File: src/rtl/simple_isa_pkg.sv
// simple_isa_pkg: SIMPLE ISA field encodings, sequencer states, flag bit positions and decode helpers.
//   Items: PHASES; OP1_*/OP2_*/OP3_*/CND_* field codes; ALU_* opcodes; FLG_* flag indices;
//   state_e; phase_onehot(); flag_wr(); arith_wr().
package simple_isa_pkg;
    localparam int PHASES = 5;
    localparam logic [1:0] OP1_LD  = 2'b00;
    localparam logic [1:0] OP1_ST  = 2'b01;
    localparam logic [1:0] OP1_CTL = 2'b10;
    localparam logic [1:0] OP1_ARI = 2'b11;
    localparam logic [2:0] OP2_LI  = 3'b000;
    localparam logic [2:0] OP2_B   = 3'b100;
    localparam logic [2:0] OP2_BC  = 3'b111;
    localparam logic [3:0] OP3_CMP = 4'd5;
    localparam logic [3:0] OP3_UND = 4'd7;
    localparam logic [3:0] OP3_HLT = 4'd15;
    localparam logic [3:0] ALU_ADD = 4'd0;
    localparam logic [3:0] ALU_LI  = 4'd6;
    // 7 is the ALU no-op; holding it while idle keeps alu_hlt low.
    localparam logic [3:0] ALU_NOP = 4'd7;
    localparam logic [2:0] CND_BE  = 3'b000;
    localparam logic [2:0] CND_BLT = 3'b001;
    localparam logic [2:0] CND_BLE = 3'b010;
    localparam logic [2:0] CND_BNE = 3'b011;
    localparam int FLG_S = 3;
    localparam int FLG_Z = 2;
    localparam int FLG_V = 0;
    typedef enum logic [2:0] {ST_IDLE, ST_P1, ST_P2, ST_P3, ST_P4, ST_P5, ST_HALT} state_e;
    function automatic logic [PHASES-1:0] phase_onehot(input state_e s);
        return {s == ST_P5, s == ST_P4, s == ST_P3, s == ST_P2, s == ST_P1};
    endfunction
    // Arithmetic op3 values that latch the ALU flags at the end of P3.
    function automatic logic flag_wr(input logic [3:0] op3);
        return op3 <= 4'd11 && op3 != OP3_UND;
    endfunction
    // Arithmetic op3 values that write a register in P5 (CMP only sets flags).
    function automatic logic arith_wr(input logic [3:0] op3);
        return op3 <= 4'd12 && op3 != OP3_CMP && op3 != OP3_UND;
    endfunction
endpackage

File: src/rtl/branch_cond_eval.sv
// branch_cond_eval: combinational conditional-branch evaluation against the {S,Z,C,V} flags.
//   cond  in  3  branch condition field IR[10:8]
//   flags in  4  registered {S,Z,C,V}
//   taken out 1  condition holds
module branch_cond_eval
    import simple_isa_pkg::*;
(
    input  logic [2:0] cond,
    input  logic [3:0] flags,
    output logic       taken
);
    logic lt;
    always_comb begin
        lt    = flags[FLG_S] ^ flags[FLG_V];
        taken = cond == CND_BE  ? flags[FLG_Z] :
                cond == CND_BLT ? lt :
                cond == CND_BLE ? flags[FLG_Z] | lt :
                cond == CND_BNE ? !flags[FLG_Z] : 1'b0;
    end
endmodule

File: src/rtl/phase_sequencer.sv
// phase_sequencer: five-phase instruction sequencer for the SIMPLE core (IR, flags, branch and strobe decode).
//   clk, rst_n (async, active-low); run start/resume; imem_data instruction word in P1;
//   alu_s/z/c/v, alu_hlt sampled at end of P3.
//   phase one-hot {P5..P1}; pc_inc (P1); alu_op/alu_d to ALU; dmem_re/dmem_we (P4);
//   reg_we/pc_ld (P5); flags {S,Z,C,V}; halted.
// All outputs are registered and decoded from the next state, so each strobe lines up with its phase.
module phase_sequencer
    import simple_isa_pkg::*;
(
    input  logic              clk,
    input  logic              rst_n,
    input  logic              run,
    input  logic [15:0]       imem_data,
    input  logic              alu_s,
    input  logic              alu_z,
    input  logic              alu_c,
    input  logic              alu_v,
    input  logic              alu_hlt,
    output logic [PHASES-1:0] phase,
    output logic              pc_inc,
    output logic [3:0]        alu_op,
    output logic [3:0]        alu_d,
    output logic              dmem_re,
    output logic              dmem_we,
    output logic              reg_we,
    output logic              pc_ld,
    output logic [3:0]        flags,
    output logic              halted
);
    state_e state_q, state_d;
    logic [15:0] ir_q, ir_d;
    logic [3:0] flags_q, flags_d, alu_op_q, alu_op_d, alu_d_q, alu_d_d;
    logic [PHASES-1:0] phase_q, phase_d;
    logic pc_inc_q, pc_inc_d, dmem_re_q, dmem_re_d, dmem_we_q, dmem_we_d;
    logic reg_we_q, reg_we_d, pc_ld_q, pc_ld_d, halted_q, halted_d;
    logic run_prev_q, taken, hlt, busy;
    logic [1:0] op1;
    logic [2:0] op2;
    logic [3:0] op3;

    always_comb begin
        ir_d = state_q == ST_P1 ? imem_data : ir_q;
    end

    // Flags are already final when P5 is entered, so branches see the registered value.
    branch_cond_eval u_cond (
        .cond  (ir_d[10:8]),
        .flags (flags_q),
        .taken (taken)
    );

    always_comb begin
        hlt      = state_q == ST_P3 && alu_hlt && ir_q[15:14] == OP1_ARI && ir_q[7:4] == OP3_HLT;
        // HALT resumes only on a rising edge of run, so a held run cannot re-launch a halted core.
        state_d  = state_q == ST_IDLE ? (run ? ST_P1 : ST_IDLE) :
                   state_q == ST_HALT ? (run && !run_prev_q ? ST_P1 : ST_HALT) :
                   hlt                ? ST_HALT :
                   state_q == ST_P5   ? ST_P1 : state_e'(state_q + 3'd1);
        flags_d  = state_q == ST_P3 && ir_q[15:14] == OP1_ARI && flag_wr(ir_q[7:4]) ?
                   {alu_s, alu_z, alu_c, alu_v} : flags_q;
        op1      = ir_d[15:14];
        op2      = ir_d[13:11];
        op3      = ir_d[7:4];
        busy     = state_d >= ST_P2 && state_d <= ST_P5;
        alu_op_d = !busy                         ? ALU_NOP :
                   op1 == OP1_ARI                ? op3 :
                   op1 == OP1_LD || op1 == OP1_ST ? ALU_ADD :
                   op1 == OP1_CTL && op2 == OP2_LI ? ALU_LI : ALU_NOP;
        alu_d_d  = busy ? ir_d[3:0] : ALU_NOP;
        phase_d  = phase_onehot(state_d);
        pc_inc_d = state_d == ST_P1;
        dmem_re_d = state_d == ST_P4 && op1 == OP1_LD;
        dmem_we_d = state_d == ST_P4 && op1 == OP1_ST;
        reg_we_d = state_d == ST_P5 && (op1 == OP1_LD || (op1 == OP1_CTL && op2 == OP2_LI) ||
                   (op1 == OP1_ARI && arith_wr(op3)));
        pc_ld_d  = state_d == ST_P5 && op1 == OP1_CTL && (op2 == OP2_B || (op2 == OP2_BC && taken));
        halted_d = state_d == ST_HALT;
    end

    always_ff @(posedge clk or negedge rst_n) begin
        if (!rst_n) begin
            state_q    <= ST_IDLE;
            ir_q       <= '0;
            flags_q    <= '0;
            run_prev_q <= 1'b0;
            phase_q    <= '0;
            pc_inc_q   <= 1'b0;
            alu_op_q   <= ALU_NOP;
            alu_d_q    <= ALU_NOP;
            dmem_re_q  <= 1'b0;
            dmem_we_q  <= 1'b0;
            reg_we_q   <= 1'b0;
            pc_ld_q    <= 1'b0;
            halted_q   <= 1'b0;
        end else begin
            state_q    <= state_d;
            ir_q       <= ir_d;
            flags_q    <= flags_d;
            run_prev_q <= run;
            phase_q    <= phase_d;
            pc_inc_q   <= pc_inc_d;
            alu_op_q   <= alu_op_d;
            alu_d_q    <= alu_d_d;
            dmem_re_q  <= dmem_re_d;
            dmem_we_q  <= dmem_we_d;
            reg_we_q   <= reg_we_d;
            pc_ld_q    <= pc_ld_d;
            halted_q   <= halted_d;
        end
    end

    assign phase   = phase_q;
    assign pc_inc  = pc_inc_q;
    assign alu_op  = alu_op_q;
    assign alu_d   = alu_d_q;
    assign dmem_re = dmem_re_q;
    assign dmem_we = dmem_we_q;
    assign reg_we  = reg_we_q;
    assign pc_ld   = pc_ld_q;
    assign flags   = flags_q;
    assign halted  = halted_q;
endmodule

File: config.mk
export PLATFORM = sky130hd
export DESIGN_NAME = phase_sequencer
export DESIGN_NICKNAME = d
export VERILOG_FILES = /design/src/rtl/simple_isa_pkg.sv /design/src/rtl/branch_cond_eval.sv /design/src/rtl/phase_sequencer.sv
export SDC_FILE = /design/constraint.sdc
export NUM_CORES = 1
export LEC_CHECK = 0
export ABC_AREA = 1
export CORE_MARGIN = 2
export CORE_UTILIZATION = 40
export CTS_BUF_LIST = sky130_fd_sc_hd__clkbuf_16
export CTS_CLUSTER_SIZE = 10
export DETAILED_ROUTE_END_ITERATION = 8
export PLACE_DENSITY = 0.67
export SYNTH_ARGS = -nofsm -noshare
export SYNTH_HDL_FRONTEND = slang
export SYNTH_SLANG_ARGS = --single-unit
File: constraint.sdc
create_clock -name clk -period 4.6 [get_ports clk]
set_input_delay 0.92 -clock clk [delete_from_list [all_inputs] [get_ports clk]]
set_output_delay 0.92 -clock clk [all_outputs]
set_load 0.02 [all_outputs]
== After elaboration in Yosys (flattened, before gate mapping) ==
Index checks and enable logic that the tools add are counted.
Storage, ports and cells
  flip-flop bits (word level): 43
  bits in latches: 0
  logic and storage cells: 87
  memories: 0
  input bits: 24
  bits in read-only memories: 0
  memory bits (writable): 0
  output and inout bits: 23
Cells by class
  multiplexer cells: 16
  bitwise operators: 2
  shift-type cells: 0
  div/mod/pow operators: 0
  $mul: 0
  equality and inequality tests: 23
  $add $sub $neg: 1
  magnitude comparators: 4
  reduce and logical (&&, ||, !) cells: 28
Operators by type and width (count)
  $eq 3x3->1 const B: 7
  $logic_and 1x1->1: 18
  $mux 3: 6
  $mux 16: 1
  $eq 3x2->1 const B: 5
  $mux 4: 3
  $ne 4x3->1 const B: 3
  $eq 3x1->1 const B: 3
  $logic_not 3->1: 3
  $le 4x4->1 const B: 2
  $eq 2x2->1 const B: 3
  $mux 1: 6
  $eq 4x4->1 const B: 1
  $logic_or 1x1->1: 4
  $add 3x1->3 const B: 1
  $ge 3x2->1 const B: 1
  $le 3x3->1 const B: 1
  $eq 2x1->1 const B: 1
  $logic_not 1->1: 2
  $logic_not 2->1: 1
  $or 1x1->1: 1
  $xor 1x1->1: 1

== Depth between registers and ports, before layout ==
Gate-level depths: netlist of the first run.
  depth after elaboration: 10
  depth in mapped cells: 13
  depth with buffers taken out: 13

== By module ==
Synthesis of the first run repeated with hierarchy kept, for this count alone.
Unflattened totals
  cells, all modules: 202
  area total of the unflattened synthesis: 1855.5 um^2
By module, submodules not included
  phase_sequencer: cells an instance 187, area an instance 1794.2 um^2, instances 1, seq. area each 1058.5 um^2
  branch_cond_eval: cells an instance 15, area an instance 61.3 um^2, instances 1, seq. area each 0.0 um^2

== Worst setup path before layout of the first run ==
Ideal clock, no wire load.
  path kind: input-to-reg
  start point: in alu_hlt
  end point: reg alu_op_q[0] (netlist: alu_op[0])
  required time: 4.515 ns
  cell stages on the path: 10
  arrival time: 1.642 ns
  path slack: 2.873 ns
  buffers on the path: 0
  path through: nand2_1 > nor2_1 > nand2_1 > nand3_1 > nand2_2 > inv_2 > nand2_1 > nand2_1 > inv_2 > nand3_1
On the way
  longest elaborated chain between the ends: 9
  elaborated cells on any way between the ends: 10
  classes of those cells: order compare: 2; mux: 4; reduce/logical: 4
Ends and longest elaborated chain
  from (decl): RTL line phase_sequencer.sv:18  | input logic alu_hlt,
  $logic_and 1x1->1 (*) (3 in a row): RTL line phase_sequencer.sv:53  | hlt = state_q == ST_P3 && alu_hlt && ir_q[15:14] == OP1_ARI && ir_q[7:4] == OP3_HLT;
  $mux 3 (*): RTL line phase_sequencer.sv:57  | hlt ? ST_HALT :
  $mux 3 (*): RTL line phase_sequencer.sv:56  | state_q == ST_HALT ? (run && !run_prev_q ? ST_P1 : ST_HALT) :
  $mux 3 (*): RTL line phase_sequencer.sv:55  | state_d = state_q == ST_IDLE ? (run ? ST_P1 : ST_IDLE) :
  via state_d[2]: RTL line phase_sequencer.sv:30  | state_e state_q, state_d;
  $ge 3x2->1 / $le 3x3->1 (equally long branches): RTL line phase_sequencer.sv:64  | busy = state_d >= ST_P2 && state_d <= ST_P5;
  $logic_and 1x1->1 (*): RTL line phase_sequencer.sv:64
  $mux 4 (*): RTL line phase_sequencer.sv:65  | alu_op_d = !busy ? ALU_NOP :
  via alu_op_d[0]: RTL line phase_sequencer.sv:32  | logic [3:0] flags_q, flags_d, alu_op_q, alu_op_d, alu_d_q, alu_d_d;
  to (signal assigned): RTL line phase_sequencer.sv:102  | alu_op_q <= alu_op_d;
  to (decl): RTL line phase_sequencer.sv:32
The timed path passes the listed nets; every way through them passes the cells marked *.
A chain may end at the register's enable or synchronous reset.

== Worst setup path after layout of the first run ==
  start point: reg alu_op_q[2] (netlist: alu_op[2])
  end point: out alu_op[2]
RTL lines
  to (decl): RTL line phase_sequencer.sv:21  | output logic [3:0] alu_op,
No word-level cell between the ends.

==> reports/results.tsv, run 1 <==
stage	metric	value	unit
critical_path	worstSetupStartpointType	flop	
logic_synthesis	yosysTopAreaCell	dfrtp_1	
pwr	total_power	1870	uW
critical_path	cp.arrival	1.39	ns
clock_network	cts_tree	built	
routing	wl_per_cell	11.9	um
grt	first_global_vias	1369	
clock_network	cts-resized-gates	0	
floorplan	die-height	71.8	um
routing	ant_nets	0	
logic_synthesis	synthFlopType	dfrtp_1	
grt	grt_max_degree	43	
critical_path	crit_required	3.68	ns
routing	routed_via_density	4.67	
timing	min_period	2.31	ns
clock_network	cts_setup_buffers	0	
grt	overflow	0	
logic_synthesis	synth_edf_count	0	
routing	drc	0	
cells_and_area	fin_nets	282	
timing	tightest_slew	0.906	ns
placement	placed_area	2330	um2
critical_path	crit_type	reg -> out	
timing	setup_viol	0	
grt	track_usage	16.1	%
floorplan	rows	24	
clock_network	numCtsBuffers	5	
critical_path	critPathMaxFanout	1	
timing	min_period_over_period	50.3	%
pwr	p_leak	0.00122	uW
cells_and_area	finish.instance_area	2470	um2
placement	place.gp.congestion	0.761	
timing	finalHoldViolations	0	
timing	clock_skew	0.00750	ns
logic_synthesis	ys_warn_count	0	
cells_and_area	seqCellArea	1060	um2
clock_network	clk_pin_slew	0.06	ns
logic_synthesis	ys_seq_area_share	57.5	%
logic_synthesis	yosys.area.top_type_share	48.9	%
timing	setup_tns	0	ns
clock_network	clockRootBuffer	clkbuf_16	
floorplan	io_pins	47	
logic_synthesis	synth_area_leaders	dfrtp_1 (49%), nand2_1 (10%), dfstp_2 (8.6%)	
critical_path	path_cells	clkdlybuf4s50_1	
logic_synthesis	syn_area	1840	um2
routing	drtIter0Drc	101	
cells_and_area	syn_to_final_growth	34.4	%
clock_network	insertion_delay	0.28	ns
routing	wirelength	3700	um
grt	grt_pass1_wl	6350	um
cells_and_area	postLayoutCoreUtil	56.4	%
flow_run	cap_violations	0	
hold_path	worstHoldPathType	reg -> reg	
cells_and_area	antenna_cells	0	
timing	finalMaxSlewViolations	0	
floorplan	coreArea	4380	um2
logic_synthesis	ys_types	25	
timing	hold_ws	0.482	ns
clock_network	cts_sinks	42	
cells_and_area	layout-drive-gt1-share	14.7	%
logic_synthesis	syn_avg_cell_area	8.89	um2
critical_path	path_buf_inv	1	
timing	relSlewSlack	39.6	%
timing	rsz0062_at_grt	no	
critical_path	critPathSlowestCell	clkdlybuf4s50_1	
logic_synthesis	synth-seq-cells	42	
logic_synthesis	yosysMostFrequentCell	nand2_1	
logic_synthesis	synthCells	207	
logic_synthesis	async_flop_share	100	%
critical_path	path_delay_family	buffers and inverters	
pwr	power_density	754	nW/um2
timing	fmax	0.432	GHz
floorplan	start_util	42.0	%
pwr	vdd_drop_max	0.000285	V
placement	port-buffer-count	46	
clock_network	ctsHtreeMaxLevel	2	
critical_path	critPathMaxStageDelay	0.60	ns
run_status	status	complete, no violations	
logic_synthesis	syn_nets	232	
routing	drtPass1Iterations	4	
clock_network	hold_buffers	0	
clock_network	clockBufferDepth	2	
cells_and_area	fillers	426	
floorplan	die-area	5160	um2
logic_synthesis	synth_top_cells_by_count	nand2_1 (51), dfrtp_1 (36), inv_1 (30), nor2_1 (15), nand3_1 (14)	
cells_and_area	multi_input_area	624	um2
placement	dp_hpwl	2620	um
grt	grt_antenna_before_repair	0	
critical_path	crit_path_end_kind	output port	
floorplan	die-width	71.8	um
routing	vias	1449	
## sequential cells by signal (all words and copies together) (netlist names), 3 cells and up
name and cells:
alu_d 4, ir_q 16, phase 5, state_q 3
alu_op 4, flags 4
## placed cells by master (no fill, tap or decap), types with 2 or more instances in the layout
cell,count
dfstp_2,6
clkdlybuf4s50_1,45
nand2_2,8
nand3_1,14
nor3_1,4
o21ai_0,12
dfrtp_1,36
a21oi_1,5
inv_2,4
clkbuf_16,5
clkinv_2,2
nor2_1,15
o21ai_2,2
or2_2,4
nand3_2,2
nand2_1,51
nand4_1,2
nor2_2,2
inv_1,31
## layout make-up
class                           instances  share of cell area [%]
Timing Repair Buffer                   46                    18.4
Sequential cell                        42                    42.8
Multi-Input combinational cell        127                    25.2
Tap cell                               52                    2.63
Inverter                               35                    5.31
Clock inverter                          3                   0.556
Clock buffer                            5                    5.06
## report_power, final
group | total, uW | switching [uW] | internal [uW]
combinational | 917 | 577 | 341
sequential | 619 | 77.7 | 542
clock | 328 | 132 | 197
## path summary, 6_finish.rpt
path	depth (start not counted)	endpoint	startpoint	slack, ns
setup / recovery	1	alu_op[2]	alu_op[2]$_DFF_PN1_	2.29
hold / removal	2	flags[1]$_DFFE_PN0P_	flags[1]$_DFFE_PN0P_	0.48
setup reg to reg	9	reg_we$_DFF_PN0_	state_q[2]$_DFF_PN0_	2.44
hold reg to reg	2	flags[1]$_DFFE_PN0P_	flags[1]$_DFFE_PN0P_	0.48
max in group asynchronous	1	ir_q[5]$_DFF_PN0_	rst_n	3.26
min in group asynchronous	1	phase[0]$_DFF_PN0_	rst_n	0.77
## logic make-up (layout without fill, tap and decap cells)
kind of cell,after synthesis,in the layout,share of synthesized area (%)
AO/OA/AOI/OAI,21,21,6.87
AND/OR/NAND/NOR,104,104,25.9
flip-flops,42,42,57.5
adder cells (fa/ha/maj),1,1,0.680
buffers and inverters,38,89,8.56
XOR/XNOR,1,1,0.476
## metal layers
layer / wire [um] / share of wire [%] / up-vias / GRT usage [%]
li1: - / - / 743 / -
met1: 1740 / 47 / 644 / 22.9
met2: 1600 / 43 / 55 / 24.0
met3: 305 / 8.2 / 7 / 4.78
met4: 57 / 1.5 / 0 / 5.03
met5: 0 / 0 / - / 0
## through the flow
step           std cells  worst slack, ns
6_report             310             2.29
3_5_place_dp         302             2.21
4_1_cts              310             2.27
2_1_floorplan        207             2.87
3_3_place_gp         302             2.25
5_1_grt              310             2.23
(Power assumes the default switching activity.)
==> run 2: changes to the inputs <==
clock period = 2.35 ns   (was 4.6 ns; I/O delays follow)
==> run 2 against run 1 <==
- global-route usage grew 0.52 points
- die area did not move
- critical path type unchanged
- non-clock buffer count is 4 higher
- register-to-register slack worse by 1.9 ns
- setup slack got worse by 1.8 ns
- critical path depth stayed put
- combinational power grew 100%
- sequential share of layout area fell by 0.91 points
- routed wire length is 3.3% higher
==> reports/results.tsv, run 2 (synthesis gave the netlist of run 1 again) <==
stage	metric	value	unit
run_status	status	complete, no violations	
hold_path	worstHoldPathType	in -> async	
timing	finalHoldViolations	0	
clock_network	cts_tree	built	
routing	routed_via_density	4.70	
timing	finalWorstSetupSlack	0.492	ns
grt	grt_pass1_wl	6560	um
clock_network	numCtsBuffers	5	
placement	port-buffer-count	46	
routing	wl_per_cell	12.2	um
clock_network	ctsHtreeMaxLevel	2	
flow_run	cap_violations	0	
pwr	switching_share	40.9	%
clock_network	clockRootBuffer	clkbuf_16	
clock_network	hold_buffers	0	
grt	first_global_vias	1479	
clock_network	insertion_delay	0.28	ns
routing	drtPass1Iterations	5	
cells_and_area	layout_common_cells	nand2_1 (51), clkdlybuf4s50_1 (45), dfrtp_1 (36)	
clock_network	clk_pin_slew	0.06	ns
critical_path	path_buf_inv	1	
clock_network	clockBufferDepth	2	
floorplan	io_pins	47	
critical_path	crit_required	1.88	ns
pwr	p_int	2250	uW
timing	relSlewSlack	77.2	%
placement	place.gp.congestion	0.799	
placement	dp_worst_setup_slack	0.390	ns
grt	grt_max_degree	18	
clock_network	cts_sinks	42	
pwr	vdd_drop_max	0.000711	V
critical_path	critPathMaxStageDelay	0.59	ns
critical_path	cp.arrival	1.39	ns
floorplan	rows	24	
timing	min_period_over_period	79.0	%
critical_path	crit_path_end_kind	output port	
critical_path	critPathSlowestCell	clkdlybuf4s50_1	
timing	rsz0062_at_grt	no	
floorplan	start_util	42.0	%
timing	min_period	1.86	ns
cells_and_area	postLayoutCoreUtil	57.6	%
floorplan	die-area	5160	um2
cells_and_area	fin_nets	286	
pwr	switching_power	1560	uW
timing	finalMaxSlewViolations	0	
cells_and_area	largest_reg_flops	16	
clock_network	cts-resized-gates	0	
pwr	comb_power_share	48.4	%
routing	drtIter0Drc	85	
timing	setup_tns	0	ns
placement	dp_hpwl	2900	um
cells_and_area	largest-register	ir_q	
placement	dp_cells	306	
critical_path	critPathMaxFanout	1	
critical_path	path_delay_family	buffers and inverters	
timing	fmax	0.538	GHz
critical_path	path_cells	clkdlybuf4s50_1	
cells_and_area	finalNonFillerCells	314	
cells_and_area	final_common_cell	nand2_1	
cells_and_area	syn_to_final_growth	37.3	%
pwr	power_density	1510	nW/um2
pwr	p_leak	0.00125	uW
cells_and_area	antenna_cells	0	
grt	grt_antenna_before_repair	0	
timing	tightest_slew	0.342	ns
grt	track_usage	16.7	%
pwr	p_clk_share	19.6	%
timing	clock_skew	0.00472	ns
floorplan	die-width	71.8	um
routing	ant_nets	0	
cells_and_area	layout-drive-gt1-share	15.6	%
routing	wirelength	3820	um
routing	drc	0	
floorplan	die-height	71.8	um
pwr	seqPwrFrac	32.0	%
critical_path	worstSetupStartpointType	flop	
routing	vias	1477	
grt	overflow	0	
pwr	total_power	3810	uW
critical_path	crit_type	reg -> out	
clock_network	cts_setup_buffers	0	
floorplan	coreArea	4380	um2
timing	setup_viol	0	
-- run 2: changes by cell type in the layout (fill, tap and decap cells not counted), sizes merged --
cell    before  now
clkinv       3    1
inv         35   36
buf          1    5
bufinv       0    1
-- run 2: layout make-up --
type / count / area (um2)
Multi-Input combinational cell: 127 / 624
Fill cell: 395 / 1860
Sequential cell: 42 / 1060
Clock inverter: 3 / 37.5
Timing Repair Buffer: 50 / 485
Clock buffer: 5 / 125
Inverter: 35 / 131
Tap cell: 52 / 65.1
-- run 2: path summary, 6_finish.rpt --
check | start | to | slack, ns | cells past startpoint
hold reg to reg | flags[1]$_DFFE_PN0P_ | flags[1]$_DFFE_PN0P_ | 0.49 | 2
max in group asynchronous | rst_n | alu_op[0]$_DFF_PN1_ | 1.68 | 2
min in group clk | flags[1]$_DFFE_PN0P_ | flags[1]$_DFFE_PN0P_ | 0.49 | 2
setup / recovery | alu_op[0]$_DFF_PN1_ | alu_op[0] | 0.49 | 1
setup reg to reg | state_q[0]$_DFF_PN0_ | dmem_re$_DFF_PN0_ | 0.54 | 11
hold / removal | rst_n | ir_q[1]$_DFF_PN0_ | 0.09 | 1
-- run 2: routing by layer --
layer | vias to the layer above | part of all wire (%) | track usage (%)
li1 | 750 | - | -
met1 | 669 | 47 | 21.9
met2 | 53 | 46 | 26.1
met3 | 5 | 6.6 | 4.92
met4 | 0 | 0.99 | 6.29
met5 | - | 0 | 0
-- run 2: power groups by stage --
stage	logic, uW	clock network, uW	registers (uW)
after CTS	1850	765	1220
after global routing	2070	800	1260
after detailed placement	1840	0	1230
after global placement	1810	0	1220
final	1840	747	1220
after floorplan	1090	0	1370
-- run 2: per-stage QoR --
| step | hold slack (ns) | area (um2) |
|---|---|---|
| floorplan | 0.174 | 1840 |
| global placement | 0.389 | 2360 |
| detailed placement | 0.396 | 2360 |
| CTS | 0.0963 | 2530 |
| global route | 0.114 | 2530 |
| finish | 0.0885 | 2530 |
==> run 3: changes to the inputs <==
clock period = 1.9 ns   (was 2.35 ns; I/O delays follow)
==> run 3 against run 2 <==
- global-route usage shrank 0.56 points
- clock power grew 24%
- sequential power grew 23%
- non-clock buffer count grew 4
- critical path depth is the same
- largest cell class unchanged
- cell count grew 1.3%
==> reports/results.tsv, run 3 (synthesis gave the netlist of run 1 again) <==
stage	metric	value	unit
floorplan	start_util	42.0	%
timing	finalHoldViolations	0	
routing	wirelength	3790	um
routing	wl_met1	1780	um
clock_network	numCtsBuffers	5	
clock_network	clockRootBuffer	clkbuf_16	
cells_and_area	largest_reg_flops	16	
routing	drtIter0Drc	81	
routing	ant_nets	0	
routing	drtPass1Iterations	4	
clock_network	hold_buffers	0	
timing	min_period_over_period	92.9	%
cells_and_area	finalNonFillerCells	318	
routing	wl_per_cell	11.9	um
cells_and_area	layout-drive-gt1-share	18.4	%
cells_and_area	largest-register	ir_q	
cells_and_area	fin_nets	290	
critical_path	critPathMaxStageDelay	0.59	ns
pwr	vdd_drop_max	0.000729	V
critical_path	path_buf_inv	1	
clock_network	cts_sinks	42	
grt	grt_max_degree	23	
grt	grt_pass1_wl	6330	um
cells_and_area	postLayoutCoreUtil	58.6	%
routing	wl_met2	1710	um
clock_network	clk_pin_slew	0.06	ns
clock_network	clockBufferDepth	2	
critical_path	path_delay_family	buffers and inverters	
clock_network	ctsHtreeMaxLevel	2	
critical_path	path_cells	clkdlybuf4s50_1	
floorplan	die-height	71.8	um
grt	grt_antenna_before_repair	0	
critical_path	crit_type	reg -> out	
routing	routed_via_density	4.67	
timing	relSlewSlack	70.4	%
critical_path	cp.arrival	1.39	ns
timing	setup_viol	0	
critical_path	critPathMaxFanout	1	
placement	dp_cells	308	
critical_path	critPathSlowestCell	clkdlybuf4s50_1	
routing	wl_met3	249	um
floorplan	coreArea	4380	um2
run_status	status	complete, no violations	
critical_path	crit_path_end_kind	output port	
timing	finalMaxSlewViolations	0	
floorplan	rows	24	
timing	fmax	0.566	GHz
grt	overflow	0	
floorplan	io_pins	47	
cells_and_area	finish.instance_area	2570	um2
pwr	p_leak	0.00127	uW
timing	min_period	1.77	ns
floorplan	die-width	71.8	um
floorplan	die-area	5160	um2
clock_network	cts_tree	built	
pwr	power_density	1860	nW/um2
cells_and_area	antenna_cells	0	
flow_run	cap_violations	0	
cells_and_area	layout_common_cells	nand2_1 (51), clkdlybuf4s50_1 (45), dfrtp_1 (33)	
cells_and_area	final_common_cell	nand2_1	
placement	port-buffer-count	46	
routing	vias	1486	
routing	top_layer	met4	
hold_path	worstHoldPathType	in -> async	
routing	drc	0	
clock_network	insertion_delay	0.28	ns
critical_path	worstSetupStartpointType	flop	
timing	tightest_slew	0.444	ns
grt	first_global_vias	1423	
cells_and_area	syn_to_final_growth	39.6	%
placement	place.gp.congestion	0.827	
placement	placed_area	2380	um2
placement	dp_hpwl	2840	um
grt	track_usage	16.1	%
timing	setup_tns	0	ns
critical_path	crit_required	1.52	ns
timing	clock_skew	0.00405	ns
run 3: changes by cell type in the layout (fill, tap and decap cells not counted):
cell / before / now
buf_4: 4 / 8
dfrtp_1: 36 / 33
dfrtp_2: 0 / 3
inv_2: 4 / 3
inv_4: 0 / 1
nand3_1: 14 / 13
nand3_2: 2 / 3
run 3: where the power goes:
| part | internal (uW) | switching [uW] | total (uW) |
|---|---|---|---|
| Combinational | 931 | 1430 | 2360 |
| Sequential | 1320 | 183 | 1500 |
| Clock | 610 | 320 | 930 |
| Total | 2860 | 1930 | 4790 |
run 3: per-stage QoR:
stage | setup WS [ns] | power [uW] | hold WS (ns)
after floorplan | 0.379 | 3050 | 0.0844
after global placement | 0.105 | 3800 | 0.343
after detailed placement | 0.0751 | 3830 | 0.355
after CTS | 0.122 | 4780 | 0.0621
after global routing | -0.0195 | 5200 | 0.0733
final | 0.135 | 4790 | 0.0417
run 3: metal layers:
layer | global-route usage [%] | vias up
met5 | 0 | -
met4 | 5.03 | 0
met3 | 5.06 | 4
met2 | 25.0 | 45
met1 | 21.7 | 685
li1 | - | 752
run 3: area by class of cell:
cell class / instances / area (um2)
Timing Repair Buffer: 54 / 515
Inverter: 35 / 134
Tap cell: 52 / 65.1
Clock buffer: 5 / 125
Fill cell: 394 / 1820
Multi-Input combinational cell: 127 / 629
Clock inverter: 3 / 37.5
Sequential cell: 42 / 1060
run 3: final timing paths:
kind / slack, ns / from / cells after the start / to
min: 0.04 / rst_n / 1 / phase[2]$_DFF_PN0_
max reg2reg: 0.17 / state_q[1]$_DFF_PN0_ / 13 / alu_op[0]$_DFF_PN1_
max: 0.13 / alu_op[1]$_DFF_PN1_ / 1 / alu_op[1]
min in group clk: 0.49 / flags[1]$_DFFE_PN0P_ / 2 / flags[1]$_DFFE_PN0P_
max in group asynchronous: 1.33 / rst_n / 2 / ir_q[5]$_DFF_PN0_
min reg2reg: 0.49 / flags[1]$_DFFE_PN0P_ / 2 / flags[1]$_DFFE_PN0P_
run 3: timing repair:
item / 4_1_cts / 5_1_grt
buffers inserted: 0 / 2
resized for setup: 0 / 5
setup endpoints to repair: 0 / 9
